<file path="config.mk">
export PLATFORM = sky130hd
export DESIGN_NAME = oam_dma_ctrl
export DESIGN_NICKNAME = d
export VERILOG_FILES = /design/src/rtl/oam_dma_ctrl.sv
export SDC_FILE = /design/constraint.sdc
export NUM_CORES = 1
export LEC_CHECK = 0
export ABC_AREA = 0
export CAP_MARGIN = 20
export CORE_MARGIN = 3
export CORE_UTILIZATION = 48
export CTS_BUF_LIST = sky130_fd_sc_hd__clkbuf_4 sky130_fd_sc_hd__clkbuf_8
export CTS_CLUSTER_DIAMETER = 100
export DETAILED_ROUTE_END_ITERATION = 7
export PLACE_DENSITY = 0.75
export SYNTH_ARGS = -nofsm -noshare
export SYNTH_HDL_FRONTEND = slang
export SYNTH_SLANG_ARGS = --single-unit
export TNS_END_PERCENT = 10
</file>
<file path="constraint.sdc">
create_clock -name CLK -period 1.7 [get_ports CLK]
set_clock_uncertainty 0.1 [all_clocks]
set_input_delay 0.17 -clock CLK [delete_from_list [all_inputs] [get_ports CLK]]
set_output_delay 0.17 -clock CLK [all_outputs]
set_load 0.02 [all_outputs]
</file>
<file path="src/rtl/oam_dma_ctrl.sv">
// Sprite (OAM) DMA engine. A W4014 strobe latches a source page, RDY halts
// the CPU, and 256 bytes are copied from $XX00..$XXFF to OAMDATA as
// alternating get (read) / put (write) bus cycles. Gets always land on
// parity-0 cycles; an ALIGN cycle is inserted when the halt ends on the
// wrong parity. All outputs come straight from flops.
module oam_dma_ctrl #(
    parameter logic [15:0] OAM_PORT = 16'h2004,
    parameter int          XFER_LEN = 256
) (
    input  logic        CLK,
    input  logic        n_RES,
    input  logic        W4014,
    input  logic [7:0]  DB_in,
    input  logic        RnW_fromcore,
    output logic        RDY,
    output logic        DMA_Active,
    output logic [15:0] DMA_Addr,
    output logic        DMA_RnW,
    output logic [7:0]  DB_out
);

    typedef enum logic [2:0] {
        ST_IDLE  = 3'd0,
        ST_HALT  = 3'd1,
        ST_ALIGN = 3'd2,
        ST_GET   = 3'd3,
        ST_PUT   = 3'd4
    } state_t;

    // Index of the final byte; the transfer ends on the put of this byte.
    localparam logic [7:0] LAST_IDX = 8'(XFER_LEN - 1);

    state_t      r_state;
    state_t      w_state_nx;
    logic [7:0]  r_idx;
    logic [7:0]  w_idx_nx;
    logic [7:0]  r_page;
    logic [7:0]  w_page_nx;
    logic        r_parity;
    logic        r_rdy;
    logic        w_rdy_nx;
    logic        r_active;
    logic        w_active_nx;
    logic [15:0] r_addr;
    logic [15:0] w_addr_nx;
    logic        r_rnw;
    logic        w_rnw_nx;
    logic [7:0]  r_db;      // doubles as the get/put byte buffer
    logic [7:0]  w_db_nx;

    // Get/put parity: free-running toggle, 0 = get cycle, 1 = put cycle.
    always_ff @(posedge CLK or negedge n_RES) begin
        if (!n_RES) begin
            r_parity <= 1'b0;
        end else begin
            r_parity <= ~r_parity;
        end
    end

    // Next state and next registered outputs; every value holds by default.
    always_comb begin
        w_state_nx  = r_state;
        w_idx_nx    = r_idx;
        w_page_nx   = r_page;
        w_rdy_nx    = r_rdy;
        w_active_nx = r_active;
        w_addr_nx   = r_addr;
        w_rnw_nx    = r_rnw;
        w_db_nx     = r_db;
        case (r_state)
            ST_IDLE: begin
                if (W4014) begin
                    w_state_nx = ST_HALT;
                    w_page_nx  = DB_in;
                    w_rdy_nx   = 1'b0;
                end else begin
                    w_state_nx = ST_IDLE;
                end
            end
            ST_HALT: begin
                // CPU write cycles cannot be stolen; wait for a read cycle.
                if (RnW_fromcore) begin
                    w_active_nx = 1'b1;
                    w_rnw_nx    = 1'b1;
                    // Current parity 1 means the next cycle is a get cycle.
                    if (r_parity) begin
                        w_state_nx = ST_GET;
                        w_addr_nx  = {r_page, r_idx};
                    end else begin
                        w_state_nx = ST_ALIGN;
                    end
                end else begin
                    w_state_nx = ST_HALT;
                end
            end
            ST_ALIGN: begin
                w_state_nx = ST_GET;
                w_addr_nx  = {r_page, r_idx};
                w_rnw_nx   = 1'b1;
            end
            ST_GET: begin
                w_state_nx = ST_PUT;
                w_db_nx    = DB_in;
                w_addr_nx  = OAM_PORT;
                w_rnw_nx   = 1'b0;
            end
            ST_PUT: begin
                if (r_idx == LAST_IDX) begin
                    w_state_nx  = ST_IDLE;
                    w_idx_nx    = 8'd0;
                    w_rdy_nx    = 1'b1;
                    w_active_nx = 1'b0;
                    w_rnw_nx    = 1'b1;
                end else begin
                    w_state_nx = ST_GET;
                    w_idx_nx   = r_idx + 8'd1;
                    w_addr_nx  = {r_page, r_idx + 8'd1};
                    w_rnw_nx   = 1'b1;
                end
            end
            default: begin
                w_state_nx  = ST_IDLE;
                w_idx_nx    = 8'd0;
                w_rdy_nx    = 1'b1;
                w_active_nx = 1'b0;
                w_rnw_nx    = 1'b1;
            end
        endcase
    end

    // State, counters and output registers.
    always_ff @(posedge CLK or negedge n_RES) begin
        if (!n_RES) begin
            r_state  <= ST_IDLE;
            r_idx    <= 8'd0;
            r_page   <= 8'd0;
            r_rdy    <= 1'b1;
            r_active <= 1'b0;
            r_addr   <= 16'h0000;
            r_rnw    <= 1'b1;
            r_db     <= 8'h00;
        end else begin
            r_state  <= w_state_nx;
            r_idx    <= w_idx_nx;
            r_page   <= w_page_nx;
            r_rdy    <= w_rdy_nx;
            r_active <= w_active_nx;
            r_addr   <= w_addr_nx;
            r_rnw    <= w_rnw_nx;
            r_db     <= w_db_nx;
        end
    end

    assign RDY        = r_rdy;
    assign DMA_Active = r_active;
    assign DMA_Addr   = r_addr;
    assign DMA_RnW    = r_rnw;
    assign DB_out     = r_db;

endmodule

</file>
==> results of run 1 <==
-- power by group through the flow --
stage          clock network, mW  registers (mW)  logic (mW)
2_1_floorplan                  0            1.17     0.00956
3_3_place_gp                   0            1.15      0.0984
3_5_place_dp                   0            1.15      0.0995
4_1_cts                    0.707            1.13       0.102
5_1_grt                    0.739            1.13       0.110
6_report                   0.682            1.13      0.0991
-- what timing repair did --
item,in CTS,in global routing
pin swaps,0,3
endpoints found under the setup margin,15,18
cloned,0,1
endpoints found under the hold margin,47,0
resized for setup,4,14
setup buffers,0,1
hold buffers,1,0
-- cells by family after synthesis --
kind of cell / share of synthesized area (%)
AOI/OAI and AO/OA: 15.8
adders and majority gates: 0.593
buffers and inverters: 5.75
DFF: 55.8
muxes: 6.34
and+or+nand+nor: 15.6
-- per-stage QoR --
stage	utilization [%]	setup TNS, ns
floorplan	-	0
global placement	64.8	-2.80
detailed placement	64.8	-3.42
CTS	67.3	0
global route	68.7	-0.0308
finish	68.7	0
-- area by class of cell --
class,instances,area (sq um)
Inverter,14,52.6
Sequential cell,47,1180
Multi-Input combinational cell,140,863
Timing Repair Buffer,60,573
Clock buffer,5,68.8
Tap cell,50,62.6
Clock inverter,3,22.5
Fill cell,337,1290
-- cell usage in the layout, fill, tap and decap left out, types with 2 or more instances in the layout --
cell / Yosys / final
dfrtp_1: 45 / 42
buf_4: 3 / 17
nor3_1: 7 / 7
dfrtp_2: 0 / 3
o211ai_1: 8 / 8
dfstp_2: 2 / 2
nor2b_1: 2 / 2
o21ai_0: 21 / 19
nand4_1: 2 / 2
or3_1: 4 / 4
clkdlybuf4s50_1: 0 / 35
inv_1: 14 / 14
clkbuf_8: 0 / 5
nand3_1: 4 / 3
nor2_1: 16 / 15
mux2_2: 11 / 11
a21oi_1: 12 / 12
o21ai_4: 0 / 2
buf_12: 0 / 2
a31oi_1: 8 / 7
dlygate4sd2_1: 0 / 2
a22o_1: 3 / 3
nand2_1: 30 / 30
nor2_2: 1 / 2
and3_1: 2 / 2
buf_6: 2 / 2
o21ai_1: 0 / 2
-- registers in the layout, indices dropped and copies added, names as in the netlist --
register    flops
r_page          8
r_idx           8
RDY             1
r_state         3
DMA_RnW         1
DMA_Addr       16
DB_out          8
r_parity        1
DMA_Active      1
-- worst max-delay path: cells and delay by family (launching register included) --
family,cells,cell delay [ns]
AOI/OAI and AO/OA,3,0.42
buffers and inverters,1,0.17
DFF,1,0.45
and+or+nand+nor,1,0.44
-- routing by layer --
metal	vias up	wire length, microns	global-route usage (%)
met4	0	42	6.26
li1	843	-	-
met3	4	211	3.32
met1	829	2080	25.6
met2	42	2310	29.8
met5	-	0	0
-- worst max path at each step --
stage                        end
finish               DMA_Addr[6]
detailed placement  DMA_Addr[10]
floorplan            DMA_Addr[1]
global route         DMA_Addr[6]
CTS                  DMA_Addr[4]
global placement     DMA_Addr[5]
==> run_results.csv, run 1 <==
group,metric,value,unit
floorplan,boundaryPins,39,
setup_path,crit_path_end_kind,"flip-flop",
yosys,synth_edf_count,0,
clocking,clock_path_buffers,2,
grt,track_usage,18.6,%
yosys,synth.distinct_cells,30,
final_layout,final_cells,319,
sta,setup_violations,0,
sta,slew_viol_final,0,
yosys,yosysTopAreaCellShare,53.3,%
sta,whs,0.264,ns
clocking,cts-root-buf,"clkbuf_8",
clocking,cts_inserted_buffers,5,
floorplan,dieArea,5230,sq um
grt,grt_max_degree,48,
sta,fin_ws,0.0428,ns
setup_path,crit_type,"flip-flop to flip-flop",
sta,slew_headroom,62.3,%
final_layout,finalNetCount,281,
floorplan,die_h,72.3,microns
yosys,syn_area,2110,sq um
drt,num_vias,1718,
setup_path,worstPathArrival,1.79,ns
power,seqPwrFrac,59.2,%
setup_path,r2r-end,"DMA_Addr[6]",
sta,final.min_clock_period,1.66,ns
drt,wl_per_cell,14.5,microns
setup_path,critPathMaxStageDelay,0.45,ns
floorplan,initial_utilization,51.3,%
floorplan,die_width,72.3,microns
power,power.leakage,1.27,nW
grt,grt_pass1_wl,7560,microns
yosys,yosysSeqAreaShare,55.8,%
drt,post_drt_via_cell_ratio,5.39,
yosys,yosys_warnings,0,
power,vdd_drop_max,0.593,mV
drt,wl,4640,microns
final_layout,final_area,2830,sq um
worst_hold_path,min_path_type,"primary input to asynchronous set/reset pin",
floorplan,core,4120,sq um
clocking,cts.sinks,47,
setup_path,regToRegSetupSlack,0.04,ns
setup_path,reg2reg_from,"r_state[1]",
setup_path,worstSetupStartpointType,"flip-flop",
power,netSwitchingFraction,23.2,%
drt,dr.pass1.iters,4,
power,power.switching,0.444,mW
yosys,synth_nets,225,
placement,place_ws,-0.260,ns
clocking,cts.htree.levels,2,
yosys,synth_top_cell_by_area,"dfrtp_1",
yosys,netlist_instances,212,
run,drv_cap,0,
grt,grt_antenna_before_repair,0,
sta,grt_setup_unrepaired,"yes",
setup_path,path_cells,"or3b_4 -> buf_4 -> a21oi_1 -> o21ai_0 -> a31oi_1",
yosys,synthMostInstantiatedCell,"dfrtp_1",
clocking,cts_tree,"built",
final_layout,syn_to_final_growth,33.8,%
placement,dpl.cell_count,308,
grt,grt_pass1_vias,1605,
yosys,netlist_top_cells_count,"45 x dfrtp_1, 30 x nand2_1, 21 x o21ai_0, 16 x nor2_1, 14 x inv_1",
final_layout,antennaDiodeCount,0,
power,p_clk_share,35.7,%
yosys,synth_flop_cell,"dfrtp_1",
placement,gp_congestion,0.810,
sta,min_period_over_period,97.5,%
setup_path,worstRegToRegCells,5,
yosys,yosys-top-cells-area,"dfrtp_1 53%, mux2_2 5.9%, nand2_1 5.3%",
yosys,syn-mean-instance-area,9.96,sq um
clocking,clock_latency,0.30,ns
outcome,status,"completed",
clocking,clk_pin_slew,0.09,ns
yosys,ys_ff_latch,47,
power,powerDensity,677,nW/um^2
drt,drtAntennaViolNets,0,
setup_path,required,1.83,ns
power,total_power,1.91,mW
setup_path,crit_start,"r_state[1]",
sta,hold_viol_final,0,
sta,fmax,603,MHz
placement,place_area,2670,sq um
placement,io_buffers,38,
setup_path,path_max_fanout,6,
sta,worst_slew_pin_slew,0.564,ns
power,power.internal,1.47,mW
floorplan,rows,23,
final_layout,drive_above_1_share,20.8,%
placement,dp_hpwl,3180,microns
power,combPwrFrac,5.2,%
yosys,ys_async_sr_fraction,100,%
drt,drt_iter0_drc,92,
setup_path,crit_slowest_cell,"dfrtp_2",
drt,drc_errors,0,
grt,grt-ovfl-total,0,
(Power assumes the default switching activity.)
==> inputs of run 2 (changes only) <==
--- a/config.mk
+++ b/config.mk
@@ -12,6 +12,7 @@
 export CTS_BUF_LIST = sky130_fd_sc_hd__clkbuf_4 sky130_fd_sc_hd__clkbuf_8
 export CTS_CLUSTER_DIAMETER = 100
 export DETAILED_ROUTE_END_ITERATION = 7
+export GPL_ROUTABILITY_DRIVEN = 0
 export PLACE_DENSITY = 0.75
 export SYNTH_ARGS = -nofsm -noshare
 export SYNTH_HDL_FRONTEND = slang
==> results of run 2 <==
No change in the layout: final DEF, timing and power equal those of run 1.
==> inputs of run 3 (changes only) <==
--- a/config.mk
+++ b/config.mk
@@ -8,12 +8,12 @@
 export ABC_AREA = 0
 export CAP_MARGIN = 20
 export CORE_MARGIN = 3
-export CORE_UTILIZATION = 48
+export CORE_UTILIZATION = 30
 export CTS_BUF_LIST = sky130_fd_sc_hd__clkbuf_4 sky130_fd_sc_hd__clkbuf_8
 export CTS_CLUSTER_DIAMETER = 100
 export DETAILED_ROUTE_END_ITERATION = 7
 export GPL_ROUTABILITY_DRIVEN = 0
-export PLACE_DENSITY = 0.75
+export PLACE_DENSITY = 0.51
 export SYNTH_ARGS = -nofsm -noshare
 export SYNTH_HDL_FRONTEND = slang
 export SYNTH_SLANG_ARGS = --single-unit
==> run_results.csv, run 3 (synthesis gave the netlist of run 1 again) <==
group,metric,value,unit
floorplan,die_width,89.9,microns
clocking,cts-root-buf,"clkbuf_8",
grt,track_usage,12.8,%
final_layout,layout_commonest_cell,"dfrtp_1",
sta,slew_viol_final,0,
grt,grt_max_degree,36,
drt,drt_iter0_drc,92,
grt,grt_pass1_vias,1611,
floorplan,dieArea,8080,sq um
drt,post_drt_via_cell_ratio,4.65,
placement,place_area,2730,sq um
power,vdd_drop_max,0.353,mV
sta,min_period_over_period,97.6,%
grt,grt_antenna_before_repair,0,
outcome,status,"completed",
power,power.leakage,1.30,nW
placement,dpl.cell_count,352,
setup_path,worstRegToRegCells,4,
clocking,clk_pin_slew,0.08,ns
floorplan,die_h,89.9,microns
sta,hold_viol_final,0,
power,powerDensity,701,nW/um^2
sta,slew_headroom,75.4,%
drt,drc_errors,0,
final_layout,largest_register_ffs,16,
grt,grt_pass1_wl,8360,microns
placement,place_ws,-0.366,ns
clocking,cts_inserted_buffers,5,
clocking,clock_latency,0.30,ns
final_layout,most-common-layout-cells,"38 x dfrtp_1, 35 x clkdlybuf4s50_1, 30 x nand2_1",
clocking,cts.sinks,47,
sta,final.min_clock_period,1.66,ns
setup_path,crit_path_end_kind,"flip-flop",
floorplan,initial_utilization,32.1,%
clocking,cts.htree.levels,2,
placement,dp_hpwl,3380,microns
final_layout,final_area,2970,sq um
sta,grt_setup_unrepaired,"yes",
drt,wl_per_cell,13.6,microns
worst_hold_path,min_path_type,"primary input to asynchronous set/reset pin",
sta,fmax,603,MHz
floorplan,rows,29,
floorplan,boundaryPins,39,
sta,whs,0.190,ns
setup_path,worstSetupStartpointType,"flip-flop",
setup_path,required,1.79,ns
power,total_power,2.08,mW
clocking,clock_path_buffers,2,
sta,fin_ws,0.0405,ns
floorplan,core,6570,sq um
setup_path,path_max_fanout,6,
sta,setup_violations,0,
final_layout,drive_above_1_share,24.4,%
drt,num_vias,1713,
run,drv_cap,0,
placement,io_buffers,38,
final_layout,syn_to_final_growth,40.7,%
final_layout,antennaDiodeCount,0,
final_layout,final_cells,368,
setup_path,worstPathArrival,1.75,ns
setup_path,crit_type,"flip-flop to flip-flop",
drt,dr.pass1.iters,4,
final_layout,finalNetCount,287,
sta,worst_slew_pin_slew,0.368,ns
drt,wl,4990,microns
grt,grt-ovfl-total,0,
drt,drtAntennaViolNets,0,
clocking,cts_tree,"built",
## run 3: cell count changes in the layout (fill, tap and decap cells not counted), sizes merged
cell / before / now
buf: 22 / 28
bufinv: 0 / 1
clkbuf: 5 / 6
clkinv: 2 / 1
inv: 15 / 14
## run 3: final timing paths
check,startpoint,end,slack (ns)
worst min register to register,r_parity,r_parity,0.35
worst max register to register,r_idx[5],DMA_Addr[3],0.04
worst min-delay path,n_RES,DB_out[1],0.19
min in group CLK,DB_in[4],DB_out[4],0.32
worst max-delay path,r_idx[5],DMA_Addr[3],0.04
max in group asynchronous,n_RES,r_idx[6],0.81
## run 3: critical path: stages, from the launching register on
cell     delay [ns]
dfrtp_1        0.42
nand4_1        0.26
o21a_4         0.30
a22o_1         0.21
mux2_2         0.26
## run 3: metal layers
metal	track usage [%]	routed length, microns
met4	3.44	49
met3	3.51	173
met1	18.4	2500
met2	19.2	2270
met5	0	0
## run 3: layout make-up
class	count	area, sq um
timing repair buffer	66	626
clock buffer	6	82.6
multi-input combinational	140	871
tap	93	116
fill	648	3600
clock inverter	2	35.0
sequential	47	1190
inverter	14	52.6
## run 3: through the flow
step	util (%)	setup TNS, ns
2_1_floorplan	-	0
3_5_place_dp	41.5	-4.59
4_1_cts	43.7	0
3_3_place_gp	41.5	-4.10
6_report	45.2	0
5_1_grt	45.2	-0.390
## run 3: what timing repair did
| item | CTS | global route |
|---|---|---|
| endpoints found under the setup margin | 20 | 26 |
| cloned | 0 | 1 |
| pin swaps | 1 | 6 |
| hold buffers | 1 | 0 |
| gates resized for setup | 5 | 22 |
| setup buffers | 1 | 5 |
| endpoints found under the hold margin | 29 | 0 |
## run 3: power by group
part	internal [mW]	total [mW]	switching (mW)
combinational	0.0482	0.0994	0.0512
clock	0.476	0.851	0.375
sequential	1.13	1.13	0.00473
total	1.65	2.08	0.431
